--- src/rtl/pipe_hazard_ctrl.sv ---
// Sequencing controller for the five-stage pipeline: boot flush, memory freeze, branch redirect, load-use bubble.
// Optional build macro PIPE_PERF_EN adds the stall/flush performance counters.
module pipe_hazard_ctrl #(
  parameter int BOOT_CYC    = 4,
  parameter int MEM_TIMEOUT = 255
) (
  input  logic        CLK,
  input  logic        RST,
  input  logic [4:0]  rs1_D,
  input  logic [4:0]  rs2_D,
  input  logic        use_rs1_D,
  input  logic        use_rs2_D,
  input  logic [4:0]  rd_E,
  input  logic        WEN_E,
  input  logic        MemToReg_E,
  input  logic        br_taken_E,
  input  logic        DREQ_M,
  input  logic        DRDY_M,
  output logic        en_PC,
  output logic        en_FD,
  output logic        en_DE,
  output logic        en_EM,
  output logic        en_MW,
  output logic        flush_FD,
  output logic        flush_DE,
  output logic        pc_sel,
  output logic        mem_err,
  output logic [31:0] stall_cnt,
  output logic [31:0] flush_cnt
);

  localparam int BW = (BOOT_CYC > 1) ? $clog2(BOOT_CYC) : 1;

  typedef enum logic [1:0] {BOOT, RUN, MWAIT} state_t;

  state_t          state_q;
  logic [BW-1:0]   boot_cnt_q;
  logic [15:0]     wait_cnt_q;
  logic            mem_err_q;

  logic in_boot;
  logic freeze;
  logic raw_hz;
  logic branch;
  logic load_use;

  // RST gates the outputs too, so the boot pattern is visible in the reset cycle itself.
  assign in_boot  = RST || (state_q == BOOT);
  assign freeze   = !in_boot && !DRDY_M && (DREQ_M || (state_q == MWAIT));
  assign raw_hz   = MemToReg_E && WEN_E && (rd_E != 5'd0) &&
                    ((use_rs1_D && (rs1_D == rd_E)) || (use_rs2_D && (rs2_D == rd_E)));
  assign branch   = !in_boot && !freeze && br_taken_E;
  assign load_use = !in_boot && !freeze && !br_taken_E && raw_hz;

  always_comb begin
    en_PC    = 1'b1;
    en_FD    = 1'b1;
    en_DE    = 1'b1;
    en_EM    = 1'b1;
    en_MW    = 1'b1;
    flush_FD = 1'b0;
    flush_DE = 1'b0;
    pc_sel   = 1'b0;
    if (in_boot) begin
      en_PC    = 1'b0;
      flush_FD = 1'b1;
      flush_DE = 1'b1;
    end else if (freeze) begin
      en_PC = 1'b0;
      en_FD = 1'b0;
      en_DE = 1'b0;
      en_EM = 1'b0;
      en_MW = 1'b0;
    end else if (branch) begin
      pc_sel   = 1'b1;
      flush_FD = 1'b1;
      flush_DE = 1'b1;
    end else if (load_use) begin
      // D/E still loads, but a bubble; the load advances to M and the hazard clears next cycle.
      en_PC    = 1'b0;
      en_FD    = 1'b0;
      flush_DE = 1'b1;
    end
  end

  always_ff @(posedge CLK) begin
    if (RST) begin
      state_q    <= BOOT;
      boot_cnt_q <= '0;
      wait_cnt_q <= '0;
      mem_err_q  <= 1'b0;
    end else begin
      case (state_q)
        BOOT: begin
          if (boot_cnt_q == BW'(BOOT_CYC - 1)) begin
            state_q    <= RUN;
            boot_cnt_q <= '0;
          end else begin
            boot_cnt_q <= boot_cnt_q + 1'b1;
          end
        end
        RUN:     if (freeze) state_q <= MWAIT;
        MWAIT:   if (!freeze) state_q <= RUN;
        default: state_q <= BOOT;
      endcase

      if (freeze) begin
        if (wait_cnt_q < 16'(MEM_TIMEOUT)) wait_cnt_q <= wait_cnt_q + 16'd1;
        if (wait_cnt_q >= 16'(MEM_TIMEOUT - 1)) mem_err_q <= 1'b1;
      end else begin
        wait_cnt_q <= '0;
      end
    end
  end

  assign mem_err = mem_err_q;

`ifdef PIPE_PERF_EN
  logic [31:0] stall_cnt_q;
  logic [31:0] flush_cnt_q;

  always_ff @(posedge CLK) begin
    if (RST) begin
      stall_cnt_q <= '0;
      flush_cnt_q <= '0;
    end else begin
      if (freeze || load_use) stall_cnt_q <= stall_cnt_q + 32'd1;
      if (branch)             flush_cnt_q <= flush_cnt_q + 32'd1;
    end
  end

  assign stall_cnt = stall_cnt_q;
  assign flush_cnt = flush_cnt_q;
`else
  assign stall_cnt = 32'd0;
  assign flush_cnt = 32'd0;
`endif

endmodule
--- config.mk ---
export PLATFORM = sky130hd
export DESIGN_NAME = pipe_hazard_ctrl
export DESIGN_NICKNAME = d
export VERILOG_FILES = /design/src/rtl/pipe_hazard_ctrl.sv
export SDC_FILE = /design/constraint.sdc
export NUM_CORES = 1
export LEC_CHECK = 0
export BUFFER_PORTS_ARGS = -buffer_cell sky130_fd_sc_hd__buf_2
export CAP_MARGIN = 20
export CORE_ASPECT_RATIO = 1.25
export CORE_MARGIN = 3
export CORE_UTILIZATION = 47
export DETAILED_ROUTE_END_ITERATION = 8
export GPL_ROUTABILITY_DRIVEN = 1
export PLACE_DENSITY = 0.87
export RECOVER_POWER = 50
export SYNTH_ARGS = -nofsm -noshare
export SYNTH_HDL_FRONTEND = slang
export SYNTH_SLANG_ARGS = --single-unit
--- constraint.sdc ---
create_clock -name CLK -period 3.6 [get_ports CLK]
set_input_delay 0.72 -clock CLK [delete_from_list [all_inputs] [get_ports CLK]]
set_output_delay 0.72 -clock CLK [all_outputs]
set_load 0.1 [all_outputs]
==> flow_metrics.env <==
export IMPL_n_antenna_cell=0
export IMPL_synth_xor_area_frac=0.0655
export IMPL_die_h_um=71.3
export IMPL_cts_hold_buffers=0
export IMPL_ys_flop_type="dfxtp_1"
export IMPL_netlist_area_mm2=0.00160
export IMPL_ys_top_cells_by_area="buf_4 31%, dfxtp_1 26%, xnor2_1 6.6%, and2_1 3.5%, nor4_4 2.7%"
export IMPL_vdd_drop_max_mv=0.267
export IMPL_reg2regPathDepth=6
export IMPL_cp_required_ps=2880
export IMPL_grt_pass1_vias=1001
export IMPL_vias=1142
export IMPL_synth_top_family_by_area="buffers and inverters"
export IMPL_insertion_delay_ps=260
export IMPL_hold_path_depth=2
export IMPL_finalHoldViolations=0
export IMPL_synth_cell_type_count=36
export IMPL_arrival_ps=2140
export IMPL_cap_violations=0
export IMPL_post_cts_buffers=0
export IMPL_maxSlewViolCount=0
export IMPL_grt_max_degree=14
export IMPL_core_area_mm2=0.00325
export IMPL_async_reset_ff_frac=0
export IMPL_synth_edf_count=0
export IMPL_ys_seq_elements=21
export IMPL_wire_per_inst_um=10.3
export IMPL_drcViolationCount=0
export IMPL_synthMuxAreaShare=0.0125
export IMPL_most_common_layout_cells="64 x conb_1, 32 x buf_2, 21 x dfxtp_1"
export IMPL_dp_hpwl_um=2270
export IMPL_synth_top_cell_area_share=0.309
export IMPL_avgSynthCellArea_um2=8.44
export IMPL_setup_viol=0
export IMPL_fin_tns_setup_ps=0
export IMPL_place_congestion=0.789
export IMPL_leakagePower_nw=0.696
export IMPL_status="completed"
export IMPL_clkSinkCount=21
export IMPL_cts_clk_slew_worst_paths_ps=80
export IMPL_wl_met3_um=261
export IMPL_critPathCaptureType="output port"
export IMPL_finClkSkew_ps=2.86
export IMPL_cts_tree="built"
export IMPL_ys_seq_area_frac=0.262
export IMPL_core_rowCount=23
export IMPL_synth_simple_area_share=0.196
export IMPL_numCtsBuffers=3
export IMPL_rsz0062_at_grt="false"
export IMPL_dr_max_layer_used="met4"
export IMPL_critical_path_max_fanout=3
export IMPL_final_min_clock_period_ps=2860
export IMPL_yosys_area_top_type="buf_4"
export IMPL_fp_dieW_um=58.3
export IMPL_clockRootBuffer="clkbuf_8"
export IMPL_via_per_inst=4.44
export IMPL_drt_first_pass_iters=4
export IMPL_total_power_uw=775
export IMPL_post_synth_fa_ha_maj_area_fraction=0.0234
export IMPL_portBuffers=32
export IMPL_drt_total_wl_um=2650
export IMPL_cts_max_level=1
export IMPL_io_pins=97
export IMPL_area_delta_synth_final_pct=-1.25
export IMPL_layout_commonest_cell="conb_1"
export IMPL_ys_warn_count=0
export IMPL_syn_instance_count=190
export IMPL_hp_class="flip-flop to flip-flop"
export IMPL_cts_resized=0
export IMPL_grt_pass1_wl_um=4020
export IMPL_synth_compound_area_share=0.101
export IMPL_met1_length_um=869
export IMPL_timing_fmax_mhz=349
export IMPL_cts_max_path_buffers=2
export IMPL_wl_met2_um=1480
export IMPL_p_per_area_mw_per_mm2=489
export IMPL_start_util=0.493
export IMPL_layout_drive_gt1_share=0.200
export IMPL_drt_iter0_drc=28
export IMPL_crit_type="input port to output port"
export IMPL_antenna_found_initial=0
export IMPL_hold_slack_ps=490
export IMPL_finalCritPeriodShare=0.795
export IMPL_grt_usage=0.123
export IMPL_fin_cells=257
export IMPL_final_antenna_net_count=0
export IMPL_post_place_cells=253
export IMPL_grt_overflow=0
export IMPL_startpoint_type="input port"
export IMPL_nets=248
export IMPL_die_area_mm2=0.00415
## path summary, 6_finish.rpt
| check | startpoint | end | slack, ps |
|---|---|---|---|
| worst max-delay path | rd_E[1] | en_FD | 740 |
| worst min-delay path | boot_cnt_q[1] | boot_cnt_q[1] | 490 |
| worst max register to register | state_q[1] | mem_err | 1810 |
| worst min register to register | boot_cnt_q[1] | boot_cnt_q[1] | 490 |
## area by class of cell
cell class	instances	area, µm²
fillers	323	1670
multi-input cells	157	886
flip-flops and latches	21	420
repair buffers	33	164
well taps	37	46.3
clock buffers	3	41.3
inverters	5	18.8
clock inverters	1	7.51
## Yosys cell counts (all sizes together), types with 2 or more instances
cell / number
or3: 2
nand4: 5
a31oi: 2
nor4: 2
o21ai: 6
nor3: 5
mux2i: 2
and2: 10
xnor2: 12
or4: 3
a21oi: 7
ha: 3
dfxtp: 21
o31ai: 2
nand2: 10
nor2b: 3
inv: 5
nand3: 3
nor2: 4
buf: 70
## worst max-delay path, stage by stage
cell	delay (ps)
buf_2	120
or4_1	510
nor2_1	90
nor3_1	90
a31oi_2	160
buf_2	450
## flip-flops by register name (all words and copies together), names as in the netlist
register and count:
wait_cnt_q 16, mem_err 1, state_q 2, boot_cnt_q 2
## cells by family after synthesis
group / count (synthesis)
AO/OA/AOI/OAI: 25
XOR/XNOR: 12
adder cells (fa/ha/maj): 3
buffers and inverters: 75
flip-flops: 21
multiplexers: 2
other: 1
AND/OR/NAND/NOR: 51
## through the flow
stage / utilization / setup slack (ps) / cell area [µm²]
after floorplan: - / 88.6 / 1850
after global placement: 0.473 / 742 / 1540
after detailed placement: 0.473 / 733 / 1540
after CTS: 0.488 / 730 / 1590
after global routing: 0.487 / 606 / 1580
final: 0.487 / 737 / 1580
## layer usage
metal	track usage	vias up
li1	-	571
met5	0	-
met3	0.0360	6
met4	0.0567	0
met1	0.111	505
met2	0.240	60
## where the power goes
part           leakage [nW]  switching, mW  internal (mW)
Sequential            0.170        0.00647          0.240
Combinational         0.505          0.341         0.0335
Clock                0.0217         0.0754         0.0780
(Power assumes the default switching activity.)
